$ cat src/rtl/xor_unpack.sv
// -----------------------------------------------------------------------------
// xor_unpack
//
// Receiving end of the byte-wide XOR cipher. Each accepted ciphertext byte is
// decrypted with a fixed key chosen by MODE. The plaintext is then packed
// little-endian into 32-bit words. A word is presented on a one-entry
// valid/ready output register, together with byte-keep and end-of-message
// marking.
//
// Parameters
//   MODE        key select: 0 -> 0xA8, 1 -> 0x02, any other value -> 0xAA
//
// Ports
//   clk         clock, rising edge
//   rst         synchronous active-high reset
//   ct_valid    ciphertext byte present
//   ct_ready    byte accepted this cycle (combinational from ct_last/out_ready)
//   ciphertext  encrypted byte
//   ct_last     byte is the final byte of a message (qualified by ct_valid)
//   out_valid   out_word is valid
//   out_ready   consumer accepts the word
//   out_word    plaintext word, first byte in [7:0]
//   out_keep    per-lane valid bits
//   out_last    word ends a message
//   out_csum    XOR checksum of the message, shown on the last word
//
// Optional feature
//   XOR_UNPACK_CSUM_EN  when defined, the message checksum accumulator is
//                       built. Otherwise out_csum is tied to 0x00.
// -----------------------------------------------------------------------------
module xor_unpack #(
    parameter int MODE = 0
) (
    input  logic        clk,
    input  logic        rst,
    input  logic        ct_valid,
    output logic        ct_ready,
    input  logic [7:0]  ciphertext,
    input  logic        ct_last,
    output logic        out_valid,
    input  logic        out_ready,
    output logic [31:0] out_word,
    output logic [3:0]  out_keep,
    output logic        out_last,
    output logic [7:0]  out_csum
);

    localparam logic [7:0] KEY1 = 8'hAA;
    localparam logic [7:0] KEY2 = 8'hA8;
    localparam logic [7:0] KEY  = (MODE == 0) ? KEY2 :
                                  (MODE == 1) ? (KEY1 ^ KEY2) : KEY1;

    logic [23:0] asm_reg;          // lanes 0..2 of the word being assembled
    logic [1:0]  lane_reg;
    logic        out_valid_reg;
    logic [31:0] out_word_reg;
    logic [3:0]  out_keep_reg;
    logic        out_last_reg;

    logic [7:0]  pt;
    logic        at_last_lane;
    logic        accept;
    logic        complete;
    logic        take;
    logic [31:0] word_next;
    logic [3:0]  keep_next;

    assign pt           = ciphertext ^ KEY;
    assign at_last_lane = (lane_reg == 2'd3);

    // Partial bytes never need the output register. Only a word-completing
    // byte waits for the register to be free or draining.
    assign ct_ready = (!at_last_lane && !ct_last) || !out_valid_reg || out_ready;
    assign accept   = ct_valid && ct_ready;
    assign complete = accept && (at_last_lane || ct_last);
    assign take     = out_valid_reg && out_ready;

    // Word formation: assembled lanes below the current lane, the fresh byte
    // in the current lane, and zeros above it.
    generate
        for (genvar gi = 0; gi < 4; gi++) begin : g_lane
            localparam logic [1:0] LANE_IDX = 2'(gi);
            assign keep_next[gi] = (lane_reg >= LANE_IDX);
            if (gi < 3) begin : g_asm
                assign word_next[8*gi +: 8] = (lane_reg == LANE_IDX) ? pt :
                                              (keep_next[gi] ? asm_reg[8*gi +: 8] : 8'h00);

                always_ff @(posedge clk) begin
                    if (rst) begin
                        asm_reg[8*gi +: 8] <= 8'h00;
                    end else if (complete) begin
                        asm_reg[8*gi +: 8] <= 8'h00;
                    end else if (accept && (lane_reg == LANE_IDX)) begin
                        asm_reg[8*gi +: 8] <= pt;
                    end
                end
            end else begin : g_top
                // Lane 3 is never stored. Its byte always completes a word.
                assign word_next[8*gi +: 8] = (lane_reg == LANE_IDX) ? pt : 8'h00;
            end
        end
    endgenerate

    always_ff @(posedge clk) begin
        if (rst) begin
            lane_reg <= 2'd0;
        end else if (complete) begin
            lane_reg <= 2'd0;
        end else if (accept) begin
            lane_reg <= lane_reg + 2'd1;
        end
    end

    // One-entry output register. It reloads directly on the cycle it is
    // drained, if a new word completes in that cycle.
    always_ff @(posedge clk) begin
        if (rst) begin
            out_valid_reg <= 1'b0;
            out_word_reg  <= 32'h0;
            out_keep_reg  <= 4'h0;
            out_last_reg  <= 1'b0;
        end else if (complete) begin
            out_valid_reg <= 1'b1;
            out_word_reg  <= word_next;
            out_keep_reg  <= keep_next;
            out_last_reg  <= ct_last;
        end else if (take) begin
            out_valid_reg <= 1'b0;
        end
    end

`ifdef XOR_UNPACK_CSUM_EN
    logic [7:0] csum_acc_reg;
    logic [7:0] csum_next;
    logic [7:0] out_csum_reg;

    assign csum_next = csum_acc_reg ^ pt;

    always_ff @(posedge clk) begin
        if (rst) begin
            csum_acc_reg <= 8'h00;
            out_csum_reg <= 8'h00;
        end else if (accept) begin
            csum_acc_reg <= (complete && ct_last) ? 8'h00 : csum_next;
            if (complete) begin
                out_csum_reg <= ct_last ? csum_next : 8'h00;
            end
        end
    end

    assign out_csum = out_csum_reg;
`else
    assign out_csum = 8'h00;
`endif

    assign out_valid = out_valid_reg;
    assign out_word  = out_word_reg;
    assign out_keep  = out_keep_reg;
    assign out_last  = out_last_reg;

endmodule

$ cat config.mk
export PLATFORM = sky130hd
export DESIGN_NAME = xor_unpack
export DESIGN_NICKNAME = d
export VERILOG_FILES = /design/src/rtl/xor_unpack.sv
export SDC_FILE = /design/constraint.sdc
export NUM_CORES = 1
export LEC_CHECK = 0
export CAP_MARGIN = 20
export CORE_MARGIN = 10
export CORE_UTILIZATION = 35
export CTS_BUF_LIST = sky130_fd_sc_hd__clkbuf_4 sky130_fd_sc_hd__clkbuf_8
export DETAILED_ROUTE_END_ITERATION = 7
export GPL_ROUTABILITY_DRIVEN = 0
export SETUP_SLACK_MARGIN = 0.2
export SLEW_MARGIN = 20
export SYNTH_ARGS = -nofsm -noshare
export SYNTH_HDL_FRONTEND = slang
export SYNTH_SLANG_ARGS = --single-unit
$ cat constraint.sdc
create_clock -name clk -period 1.7 [get_ports clk]
set_clock_uncertainty 0.2 [all_clocks]
set_input_delay 0.255 -clock clk [delete_from_list [all_inputs] [get_ports clk]]
set_output_delay 0.255 -clock clk [all_outputs]
set_load 0.02 [all_outputs]
==> results of run 1 <==
final cells by class:
| class | instances | area, sq um |
|---|---|---|
| flip-flops and latches | 64 | 1280 |
| fillers | 747 | 3710 |
| well taps | 102 | 128 |
| repair buffers | 95 | 883 |
| multi-input cells | 205 | 1450 |
| inverters | 2 | 7.51 |
| clock inverters | 7 | 103 |
| clock buffers | 9 | 124 |
cell families after synthesis:
group                      after synthesis
muxes                                   20
xor gates and xnor gates                 1
buffers and inverters                   34
DFF                                     64
other                                    1
and+or+nand+nor                        113
AOI/OAI and AO/OA                       59
adders and majority gates                4
final timing paths:
kind	from	to	slack, ns	cells past startpoint
worst max-delay path	lane_reg[1]	out_keep[1]	-0.08	6
worst min-delay path	out_word[7]	out_word[7]	0.26	2
worst max register to register	lane_reg[1]	out_keep[1]	-0.08	6
worst min register to register	out_word[7]	out_word[7]	0.26	2
power groups by stage:
stage          clock network (uW)  logic [uW]  registers, uW
3_3_place_gp                    0         658           1640
2_1_floorplan                   0         354           1700
4_1_cts                      1530         665           1610
3_5_place_dp                    0         662           1650
5_1_grt                      1580         759           1630
6_report                     1480         707           1620
repair_timing:
item	in CTS	in global routing
resized for setup	86	67
pin swaps	0	2
gates cloned	0	1
setup buffers	1	3
endpoints found under the setup margin	102	94
metal layers:
metal  routed length, um  track usage (%)  vias to the layer above
met1                3300             14.8                     1101
met3                 476             4.94                        5
met2                3490             19.8                       52
li1                    -                -                     1168
met4                  41             4.14                        0
met5                   0                0                        -
per-stage QoR:
| step | total power [uW] | hold WS [ns] |
|---|---|---|
| 2_1_floorplan | 2050 | 0.143 |
| 3_3_place_gp | 2300 | 0.242 |
| 3_5_place_dp | 2310 | 0.249 |
| 4_1_cts | 3810 | 0.259 |
| 5_1_grt | 3970 | 0.287 |
| 6_report | 3800 | 0.260 |
worst min-delay path, delay by kind of cell (launching register included):
kind | cells | cell delay (ns)
simple gates | 1 | 0.05
flops | 1 | 0.31
compound gates | 1 | 0.05
cell usage in the layout (no fill, tap or decap), types with 12 or more instances in the layout:
cell,n
a211oi_1,13
a211oi_2,15
buf_4,27
clkbuf_2,18
clkdlybuf4s15_1,16
clkdlybuf4s50_1,12
dfxtp_1,62
mux2i_1,17
nand2_1,18
nor2_1,49
nor3_1,12
==> results.cfg, run 1 <==
[hold_path]
hold_path.class = reg -> reg

[synth]
synth_top_family_by_area = simple AND/OR/NAND/NOR gates
synth_simple_gate_area_share_pct = 18.5
synth_compound_area_share_pct = 17.5
synth_common_cells = dfxtp_1, nor2_1, mux2i_1, nand2_1, a211oi_1
synth_top_area_cell = dfxtp_1
synth_most_common_cell = dfxtp_1
avgSynthCellArea_sq_um = 9.26
yosysTopAreaCellShare_pct = 46.7
yosysSeqAreaShare_pct = 46.7
synth_seq_cells = 64
synth_warnings = 0
synth_mux_area_share_pct = 7.30
synth_area_leaders = dfxtp_1, nor2_1, mux2i_1
yosys.area_share.xor_xnor_pct = 0.319
synth-adder-area-share_pct = 1.83
synthCells = 296
netlist_area_sq_mm = 0.00274
synth_edf_count = 0
synth_cell_types = 32
synthFlopType = dfxtp_1
async_reset_ff_share_pct = 0

[power]
clkPwrFrac_pct = 38.9
vdd_drop_max_mv = 0.588
combPwrFrac_pct = 18.6
switching_share_pct = 28.1
switchingPower_uw = 1070
leakage_uw = 0.00155
power_density_mw_per_mm2 = 956
seq_power_share_pct = 42.5
p_int_uw = 2730

[worst_setup_path]
critPathArrivalTime_ns = 1.84
cp_top_family = simple AND/OR/NAND/NOR gates
cpPeakStageDelay_ns = 0.34
path_class = reg -> reg
critPathMaxFanout = 9
crit_chain = ha_4, or2_4, buf_6, and3_4, clkbuf_16, a211oi_2
cp_num_buf_inv = 2
end_kind = flip-flop
required_ns = 1.76
startpoint_type = flip-flop
crit_slowest_cell = dfxtp_2

[run_status]
violations = negative setup slack
status = finished with violations

[placement]
dp.cells = 463
place_ws_ns = -0.375
placed_cell_area_sq_mm = 0.00359
io_buffers = 51
dp_hpwl_um = 5210

[route]
drt-total-wl_um = 7310
vias = 2326
vias_per_cell = 4.81
drc = 0
drt_iter0_markers = 64
first_pass_iters = 4
ant_nets = 0
wl_per_cell_um = 15.1

[floorplanning]
die_h_um = 109
core_area_sq_mm = 0.00769
num_io_pins = 60
dieArea_sq_mm = 0.0118
fp-row-count = 32
start_util_pct = 35.7
chipWidth_um = 109

[final_layout]
design_area_sq_mm = 0.00398
area_growth_pct = 45.1
finalNetCount = 394
final_cell_count_no_fill = 484
drive_above_1_share_pct = 35.6
final_core_util_pct = 51.8
antennaDiodeCount = 0
largest_register_ffs = 32

[global_routing]
grt.overflow.total = 0
grt_pass1_wl_um = 11700
grt_pass1_vias = 2327
grt_max_degree = 21
track_usage_pct = 12.4
grt_antenna_before_repair = 0

[clock_network]
cts_tree = built
clkSinkCount = 64
htree_levels = 3
cts_buffers = 9
cts_buffer_depth = 2
cts-root-buf = clkbuf_8
clock_latency_ns = 0.34
clk_pin_slew_ns = 0.08
ctsHoldBuffers = 0

[sta]
layout_min_cycle_time_ns = 1.78
max_freq_mhz = 563
setup_violations = 48
fin_setup_tns_ns = -1.33
period_share_pct = 104
slew_viol_final = 0
hold_violations = 0
grt_setup_unrepaired = yes
fin_ws_ns = -0.0751

[flow_run]
maxCapViolCount = 0
No activity file was read; power rests on OpenSTA's default activity.
==> run 2, diff against run 1 <==
Settings changed: CELL_PAD_IN_SITES_DETAIL_PLACEMENT set to 0, CELL_PAD_IN_SITES_GLOBAL_PLACEMENT set to 1, PLACE_DENSITY_LB_ADDON set to 0.1.
==> run 2 against run 1 <==
Utilization increased by 1.9 points. The run still ends with negative setup slack left. Register-to-register slack about the same. Non-clock buffer count rose by 1. Global-route usage up 0.69 points. Die area unchanged. First-iteration DRC count is 16% lower. Wire length up 3.4%. Critical path depth rose by 1. Power is 6.4% lower.
==> results.cfg, run 2 (synthesis gave the netlist of run 1 again) <==
[sta]
period_share_pct = 104
setup_violations = 38
slew_viol_final = 0
holdWs_ns = 0.253
layout_min_cycle_time_ns = 1.76
grt_setup_unrepaired = yes
max_freq_mhz = 567
hold_violations = 0
fin_ws_ns = -0.0631

[worst_setup_path]
end_kind = flip-flop
path_class = reg -> reg
reg2regPathDepth = 7
crit-reg2reg-capture = out_keep[1]
reg2reg_from = lane_reg[1]
crit_slowest_cell = dfxtp_2
rrSetupSlack_ns = -0.06
cpPeakStageDelay_ns = 0.36
startpoint_type = flip-flop
crit_chain = ha_4, or2_4, buf_6, and3_4, clkbuf_16, nor2_2, a211oi_2
critPathArrivalTime_ns = 1.82
critPathMaxFanout = 6
required_ns = 1.76

[clock_network]
cts-root-buf = clkbuf_8
clk_pin_slew_ns = 0.07
clkSinkCount = 64
cts_tree = built
htree_levels = 3
ctsHoldBuffers = 0
cts_buffer_depth = 2
clock_latency_ns = 0.34
cts_buffers = 9

[global_routing]
grt_antenna_before_repair = 0
grt_pass1_vias = 2293
grt_max_degree = 21
grt_pass1_wl_um = 12100
track_usage_pct = 13.1
grt.overflow.total = 0

[route]
drt-total-wl_um = 7560
wl_met2_um = 3600
drc = 0
vias_per_cell = 4.74
wl_met3_um = 268
top_layer_used = met4
first_pass_iters = 4
drt_iter0_markers = 54
wl_met1_um = 3610
ant_nets = 0
wl_per_cell_um = 15.6
vias = 2306

[power]
switchingPower_uw = 1040
leakage_uw = 0.00161
switching_share_pct = 29.1
p_int_uw = 2520
vdd_drop_max_mv = 0.403
seq_power_share_pct = 45.5
power_density_mw_per_mm2 = 862
clkPwrFrac_pct = 33.6
combPwrFrac_pct = 20.9

[floorplanning]
start_util_pct = 35.7
die_h_um = 109
core_area_sq_mm = 0.00769
fp-row-count = 32
dieArea_sq_mm = 0.0118
chipWidth_um = 109
num_io_pins = 60

[placement]
dp_hpwl_um = 5090
dp.cells = 463
io_buffers = 51

[hold_path]
hold_path.class = reg -> reg
whs_path_depth = 2
min-delay-start = out_word[7]
hold_end = out_word[7]

[final_layout]
antennaDiodeCount = 0
largest_register_ffs = 32
layout_common_cells = dfxtp_1, nor2_1, buf_4
final_cell_count_no_fill = 486
n_fill_cell = 751
finalNetCount = 397
area_growth_pct = 50.5
drive_above_1_share_pct = 41.1
final_common_cell = dfxtp_1

[run_status]
status = finished with violations
violations = negative setup slack

[flow_run]
maxCapViolCount = 0
[run 2: routing by layer]
metal,up-vias,track usage [%]
met2,31,21.0
met3,8,3.45
li1,1178,-
met4,0,4.80
met5,-,0
met1,1089,16.5
[run 2: final cells by class]
type                    instances  area, sq um  share of cell area, %
clock buffers                  12          159                   3.85
clock inverters                 3         17.5                  0.424
inverters                       2         7.51                  0.182
multi-input cells             207         1590                   38.5
flip-flops and latches         64         1280                   31.1
well taps                     102          128                   3.09
repair buffers                 96          941                   22.8
[run 2: worst max path at each step]
stage | from | endpoint | slack (ns) | cells past startpoint
CTS | lane_reg[0] | ct_ready | -0.06 | 4
finish | lane_reg[1] | out_keep[1] | -0.06 | 7
floorplan | lane_reg[0] | out_word[11] | -0.03 | 8
global placement | ct_last | ct_ready | -0.35 | 4
detailed placement | ct_last | ct_ready | -0.36 | 4
global route | lane_reg[1] | asm_reg[10] | -0.13 | 7
[run 2: timing repair]
item                       4_1_cts  5_1_grt
resized for setup              103       74
buffers inserted                 0        2
setup endpoints to repair      102       99
pin swaps                       10        9
gates cloned                     4        2
[run 2: through the flow]
stage               setup WS, ns  total power (uW)  instance area [sq um]  setup TNS [ns]  util, %
CTS                      -0.0578              3560                   4010           -1.01     52.2
detailed placement        -0.360              2310                   3610          -16.58     46.9
global placement          -0.354              2310                   3610          -16.19     46.9
global route              -0.128              3740                   4130           -4.52     53.7
floorplan                -0.0313              2050                   2850          -0.333        -
finish                   -0.0631              3560                   4130           -1.05     53.7
[run 2: power by group through the flow]
stage	Sequential, uW	Clock (uW)	Combinational, uW
global route	1630	1300	807
floorplan	1700	0	354
finish	1620	1200	744
detailed placement	1640	0	664
global placement	1640	0	663
CTS	1620	1230	715
[run 2: critical path: cells and delay by family (launching register included)]
| family | cells | cell delay, ns |
|---|---|---|
| adders and majority gates | 1 | 0.13 |
| AOI/OAI and AO/OA | 1 | 0.17 |
| buffers and inverters | 2 | 0.34 |
| and+or+nand+nor | 3 | 0.49 |
| DFF | 1 | 0.36 |
==> run 3, diff against run 2 <==
Settings changed: CORE_UTILIZATION 35 to 30.
==> run 3 against run 2 <==
The run still ends with negative setup slack left. Sequential power barely moved. Sequential share of layout area shrank 1.2 points. Non-clock buffer count fell by 2. Wire length up 6.6%. Maximum frequency down 0.41%. Critical path type unchanged. Highest routed layer unchanged.
==> results.cfg, run 3 (synthesis gave the netlist of run 1 again) <==
[clock_network]
htree_levels = 3
cts_buffers = 9
ctsHoldBuffers = 0
clkSinkCount = 64
clk_pin_slew_ns = 0.07
cts-root-buf = clkbuf_8
clock_latency_ns = 0.33
cts_tree = built
cts_buffer_depth = 2

[worst_setup_path]
end_kind = flip-flop
path_class = reg -> reg
rrSetupSlack_ns = -0.07
crit-reg2reg-capture = out_word[5]
critPathMaxFanout = 8
reg2regPathDepth = 7
startpoint_type = flip-flop
reg2reg_from = lane_reg[1]
critPathArrivalTime_ns = 1.79
required_ns = 1.72

[route]
ant_nets = 0
vias = 2345
drt_iter0_markers = 68
first_pass_iters = 4
drc = 0
vias_per_cell = 4.80
drt-total-wl_um = 8060
wl_per_cell_um = 16.5

[global_routing]
track_usage_pct = 11.5
grt_max_degree = 21
grt.overflow.total = 0
grt_pass1_vias = 2275
grt_antenna_before_repair = 0
grt_pass1_wl_um = 12100

[final_layout]
n_fill_cell = 843
layout_common_cells = dfxtp_1, nor2_1, clkbuf_2
final_common_cell = dfxtp_1
drive_above_1_share_pct = 47.5
antennaDiodeCount = 0
area_growth_pct = 56.7
design_area_sq_mm = 0.00430
finalNetCount = 395
largest_register_ffs = 32

[sta]
layout_min_cycle_time_ns = 1.77
grt_setup_unrepaired = yes
max_freq_mhz = 565
setup_violations = 51
hold_violations = 0
fin_ws_ns = -0.0703
holdWs_ns = 0.250
period_share_pct = 104
slew_viol_final = 0

[flow_run]
maxCapViolCount = 0

[hold_path]
whs_path_depth = 2
hold_end = out_word[5]
hold_path.class = reg -> reg
min-delay-start = out_word[5]

[floorplanning]
start_util_pct = 31.1
num_io_pins = 60
die_h_um = 116
chipWidth_um = 116
dieArea_sq_mm = 0.0134
core_area_sq_mm = 0.00881
fp-row-count = 34

[placement]
dp_hpwl_um = 5420
io_buffers = 51
placed_cell_area_sq_mm = 0.00360

[power]
leakage_uw = 0.00166
vdd_drop_max_mv = 0.475
finalPower_uw = 3840
power_density_mw_per_mm2 = 894

[run_status]
violations = negative setup slack
status = finished with violations
## run 3: cell count changes in the layout (fill, tap and decap cells not counted), sizes merged
cell / before / now
dlymetal6s2s: 0 / 1
bufinv: 0 / 2
clkinvlp: 1 / 0
clkbuf: 32 / 41
dlygate4sd2: 3 / 1
clkdlybuf4s15: 17 / 9
buf: 44 / 41
clkdlybuf4s50: 12 / 11
## run 3: metal layers
metal | GRT usage [%] | part of all wire (%) | up-vias
met3 | 3.41 | 5.3 | 8
met2 | 17.9 | 46 | 58
li1 | - | - | 1181
met1 | 14.8 | 47 | 1098
met4 | 4.31 | 1.1 | 0
met5 | 0 | 0 | -
## run 3: how the worst max path moves through the flow
| stage | start | endpoint | slack (ns) | cells past startpoint |
|---|---|---|---|---|
| global route | lane_reg[0] | out_word[9] | -0.12 | 7 |
| global placement | ct_last | ct_ready | -0.35 | 4 |
| finish | lane_reg[1] | out_word[5] | -0.07 | 7 |
| CTS | lane_reg[0] | ct_ready | -0.07 | 4 |
| floorplan | lane_reg[0] | out_word[11] | -0.03 | 8 |
| detailed placement | ct_last | ct_ready | -0.37 | 4 |
## run 3: final cells by class
type	instances	area [sq um]	share of cell area, %
multi-input combinational	207	1780	41.4
clock inverter	4	70.1	1.63
tap	108	135	3.15
clock buffer	10	138	3.20
sequential	64	1290	29.9
timing repair buffer	94	882	20.5
inverter	2	7.51	0.175
## run 3: where the power goes
group	total [uW]	leakage (uW)	switching, uW	internal (uW)
logic	801	0.00103	444	357
clock network	1410	0.000108	566	845
registers	1630	0.000523	56.2	1570
total	3840	0.00166	1070	2770
## run 3: what timing repair did
item / in CTS / in global routing
gates cloned: 1 / 5
gates resized for setup: 72 / 155
setup buffers: 1 / 1
setup endpoints to repair: 103 / 99
pin swaps: 1 / 22
## run 3: worst max-delay path, stage by stage, from the launching register on
cell and delay (ns):
dfxtp_4 0.35, ha_4 0.15, or2_4 0.23, buf_8 0.15, and3_4 0.24, buf_12 0.17, o211ai_1 0.08, a21oi_1 0.08
## run 3: stage by stage
| stage | setup TNS (ns) | cells | utilization (%) | worst slack, ns |
|---|---|---|---|---|
| 2_1_floorplan | -0.333 | 303 | - | -0.0313 |
| 4_1_cts | -1.92 | 483 | 43.9 | -0.0712 |
| 5_1_grt | -4.47 | 489 | 48.8 | -0.122 |
| 3_5_place_dp | -17.72 | 467 | 40.9 | -0.374 |
| 6_report | -1.39 | 489 | 48.8 | -0.0703 |
| 3_3_place_gp | -16.09 | 467 | 40.9 | -0.353 |
